## config.mk

```make
export PLATFORM = sky130hd
export DESIGN_NAME = piso_tx
export DESIGN_NICKNAME = d
export VERILOG_FILES = /design/src/rtl/piso_tx.sv
export SDC_FILE = /design/constraint.sdc
export NUM_CORES = 1
export LEC_CHECK = 0
export CORE_UTILIZATION = 35
export DETAILED_ROUTE_END_ITERATION = 7
export DONT_BUFFER_PORTS = 1
export GPL_ROUTABILITY_DRIVEN = 1
export SLEW_MARGIN = 5
export SYNTH_ARGS = -nofsm -noshare
export SYNTH_HDL_FRONTEND = slang
export SYNTH_SLANG_ARGS = --single-unit
export TNS_END_PERCENT = 10
```

## constraint.sdc

```tcl
create_clock -name clk -period 3.2 [get_ports clk]
set_clock_uncertainty 0.1 [all_clocks]
set_input_delay 0.64 -clock clk [delete_from_list [all_inputs] [get_ports clk]]
set_output_delay 0.64 -clock clk [all_outputs]
set_load 0.005 [all_outputs]
```

## src/rtl/piso_tx.sv

```systemverilog
// Parallel-in, serial-out transmitter with a one-word holding register so that
// back-to-back words stream with no idle bit between them.
module piso_tx #(
  parameter int unsigned SIZE       = 8,
  parameter bit          MSB_FIRST  = 1'b1,
  parameter logic        IDLE_LEVEL = 1'b0
) (
  input  logic            clk,
  input  logic            reset,
  input  logic            enable,
  input  logic [SIZE-1:0] data_in,
  input  logic            data_valid,
  output logic            data_ready,
  output logic            out,
  output logic            frame,
  output logic            done,
  output logic            busy
);

  localparam int unsigned      CNT_W = (SIZE > 1) ? $clog2(SIZE) : 1;
  localparam logic [CNT_W-1:0] LAST  = CNT_W'(SIZE - 1);

  typedef enum logic {IDLE, SHIFT} state_t;

  state_t            state, state_nxt;
  logic [SIZE-1:0]   hold_reg, hold_nxt;
  logic              hold_full, hold_full_nxt;
  logic [SIZE-1:0]   shift_reg, shift_nxt;
  logic [CNT_W-1:0]  bit_count, count_nxt;
  logic              out_nxt, frame_nxt, done_nxt;
  logic              accept, last_bit, load;

  assign data_ready = ~hold_full & ~reset;
  assign accept     = data_valid & data_ready;
  assign busy       = (state == SHIFT) | hold_full;
  assign last_bit   = (state == SHIFT) && (bit_count == LAST);
  // A held word is loaded from IDLE or straight after the last bit, so no gap appears.
  assign load       = enable & hold_full & ((state == IDLE) | last_bit);

  always_ff @(posedge clk) begin
    if (reset) state <= IDLE;
    else       state <= state_nxt;
  end

  always_comb begin
    state_nxt = state;
    if (enable) begin
      case (state)
        IDLE:    if (hold_full) state_nxt = SHIFT;
        SHIFT:   if (bit_count == LAST && !hold_full) state_nxt = IDLE;
        default: state_nxt = IDLE;
      endcase
    end
  end

  always_comb begin
    hold_nxt      = hold_reg;
    hold_full_nxt = hold_full;
    shift_nxt     = shift_reg;
    count_nxt     = bit_count;
    out_nxt       = out;
    frame_nxt     = frame;
    done_nxt      = 1'b0;

    if (accept) begin
      hold_nxt      = data_in;
      hold_full_nxt = 1'b1;
    end

    if (enable && state == SHIFT) begin
      if (bit_count == LAST) begin
        done_nxt  = 1'b1;
        out_nxt   = IDLE_LEVEL;
        frame_nxt = 1'b0;
      end else begin
        out_nxt   = MSB_FIRST ? shift_reg[SIZE-1] : shift_reg[0];
        shift_nxt = MSB_FIRST ? (shift_reg << 1) : (shift_reg >> 1);
        count_nxt = bit_count + CNT_W'(1);
      end
    end

    // shift_reg keeps only the bits still to be sent; the first goes straight to out.
    if (load) begin
      hold_full_nxt = 1'b0;
      out_nxt       = MSB_FIRST ? hold_reg[SIZE-1] : hold_reg[0];
      shift_nxt     = MSB_FIRST ? (hold_reg << 1) : (hold_reg >> 1);
      count_nxt     = '0;
      frame_nxt     = 1'b1;
    end
  end

  always_ff @(posedge clk) begin
    if (reset) begin
      hold_reg  <= '0;
      hold_full <= 1'b0;
      shift_reg <= '0;
      bit_count <= '0;
      out       <= IDLE_LEVEL;
      frame     <= 1'b0;
      done      <= 1'b0;
    end else begin
      hold_reg  <= hold_nxt;
      hold_full <= hold_full_nxt;
      shift_reg <= shift_nxt;
      bit_count <= count_nxt;
      out       <= out_nxt;
      frame     <= frame_nxt;
      done      <= done_nxt;
    end
  end

endmodule
```

==> results.ini <==
[floorplanning]
die_h_um = 56.05
chipWidth_um = 56.05
row_count = 19
core_um2 = 2758
dieArea_um2 = 3141
ios = 17
initial_utilization_pct = 37.07

[critical_path]
crit_path_top_delay_cell = dfxtp_1
worstReg2RegStart = bit_count[0]
worstReg2RegEnd = shift_reg[3]
reg2reg_depth = 5
path_cells = or2_2
worstSetupPathType = reg -> out
worstPathMaxFanout = 10
end_kind = output pin
crit_buf_inv = 0
cpPeakStageDelay_ps = 430
r2r_slack_ps = 1390
crit_required_ps = 2460
worst_setup_path_start_kind = flip-flop
cp_top_family = flip-flops
worstPathArrival_ps = 1090

[global_route]
grt-ovfl-total = 0
groute.usage.overall_pct = 13.50
grt_first_pass_wirelength_um = 3270
grt_pass1_vias = 726
grt_max_degree = 26
antenna_found_initial = 0

[drt]
drtIter0Drc = 34
vias = 716
via_per_inst = 5.424
avgRoutedWirePerCell_um = 14.41
drc = 0
wirelength_um = 1902
first_pass_iters = 4
antenna_left = 0

[power]
power_density_nw_per_um2 = 485.5
clockPowerShare_pct = 26.3
leakage_uw = 0.0004102
p_seq_share_pct = 62.8
ir_drop_mv = 0.2167
switching_share_pct = 25.33
comb_power_share_pct = 10.9
p_sw_uw = 128.2
p_int_uw = 377.9

[placement]
gp_congestion = 0.6927
dp.cells = 128
hpwlAfterDp_um = 1370
port_buffers = 0
post-place-ws_ps = 1311
placed_area_um2 = 1015

[cts]
postCtsHoldBufs = 0
post-cts-setup-buffers = 0
clock_path_buffers = 2
htreeDepth = 1
clkTransAtPathRegs_ps = 130
clk_latency_ps = 310
clock_sinks = 23
cts_root_buf = clkbuf_4
cts_buffers = 3
cts_tree = done
cts_resized = 0

[logic_synthesis]
avgSynthCellArea_um2 = 9.829
yosysSeqAreaShare_pct = 45.04
yosys_warnings = 0
yosys_register_bits = 23
synthCells = 104
synth_area_um2 = 1022
syn_nets = 118
synth_cell_types = 30

[timing]
rsz0062_at_grt = false
hold_violations = 0
max_slew_margin_pct = 40.91
setup_tns_ps = 0
max_freq_ghz = 0.5457
tightest_slew_ps = 884.5
min_period_over_period_pct = 57.26
setup_violations = 0
drv_slew = 0
layout_min_cycle_time_ps = 1832
setup_ws_ps = 1368

[layout]
finalInstanceArea_um2 = 1042
diodes = 0
drive_gt1_share_pct = 16.83
largest_register_ffs = 8
syn2layout_area_growth_pct = 1.958
utilization_pct = 37.79
final_nets = 116
layout.cells.non_filler = 132

[hold_path]
min_path_type = in -> reg
min_to = bit_count[0]
worstHoldStart = reset
whs_path_depth = 1

[status]
outcome = finished clean

[run]
drv_cap = 0

metrics by stage:
| stage | hold WS (ps) | power [uW] |
|---|---|---|
| finish | 277.7 | 506.0 |
| global route | 243.4 | 537.5 |
| CTS | 262.4 | 513.2 |
| detailed placement | 379.6 | 379.4 |
| global placement | 366.0 | 377.0 |
| floorplan | 350.9 | 376.3 |
worst max-delay path by stage:
stage | from | to | slack (ps) | depth (start not counted)
2_1_floorplan | reset | data_ready | 1260 | 3
3_3_place_gp | data_valid | hold_reg[2] | 1370 | 3
3_5_place_dp | data_valid | hold_reg[2] | 1310 | 3
4_1_cts | hold_full | busy | 1350 | 1
5_1_grt | bit_count[0] | out | 1270 | 5
6_report | hold_full | busy | 1370 | 1
logic make-up after synthesis:
logic type	count (synthesis)	share of synthesized area (%)
compound gates	20	16.77
xor+xnor	1	0.8569
fa+ha+maj	2	2.448
buf+inv	9	5.263
flops	23	45.04
mux	10	9.792
simple gates	39	19.83
power groups by stage:
stage | Clock (uW) | Sequential (uW) | Combinational [uW]
after global routing | 155 | 320 | 62.2
after CTS | 140 | 317 | 56.0
after floorplan | 0 | 318 | 58.8
final | 133 | 318 | 55.3
after detailed placement | 0 | 324 | 55.9
after global placement | 0 | 324 | 53.3
cell type report:
type                       count  area (um^2)
clock buffer                   3        22.52
sequential                    23        460.4
inverter                       2        7.507
multi-input combinational     72        508.0
tap                           31        38.79
clock inverter                 1        5.005
fill                         284         1715
cells in the final DEF, fill, tap and decap left out, types with 3 or more instances in the layout:
cell and n:
dfxtp_1 23, nor2_1 18, mux2i_1 10, a21oi_1 8, nor3_1 5, o221a_2 5
nand2_1 3, clkbuf_4 3
per-layer routing:
| metal | track usage (%) | wire, um | up-vias |
|---|---|---|---|
| li1 | - | - | 361 |
| met1 | 18.67 | 956 | 331 |
| met5 | 0 | 0 | - |
| met3 | 3.256 | 76 | 5 |
| met4 | 9.059 | 39 | 0 |
| met2 | 18.37 | 829 | 19 |
cells in the mapped netlist (all sizes together):
cell	count	share of area (%)
o21ai	2	0.98
inv	2	0.73
ha	2	2.4
a21oi	8	3.9
o32ai	1	0.86
a21boi	1	1.8
xor2	1	0.86
nand2	3	1.1
o21bai	1	0.73
o221a	5	5.5
nor3	6	3.4
nor2	19	7.2
nor2b	2	1.2
nand2b	2	2.0
mux2i	10	9.8
nand3	2	1.5
and2	1	0.61
or2	1	0.61
a2111oi	2	2.9
dfxtp	23	45
buf	4	3.4
nand3b	2	1.5
nor3b	1	0.73
clkbuf	3	1.1
Power figures use the tool's default switching activity.
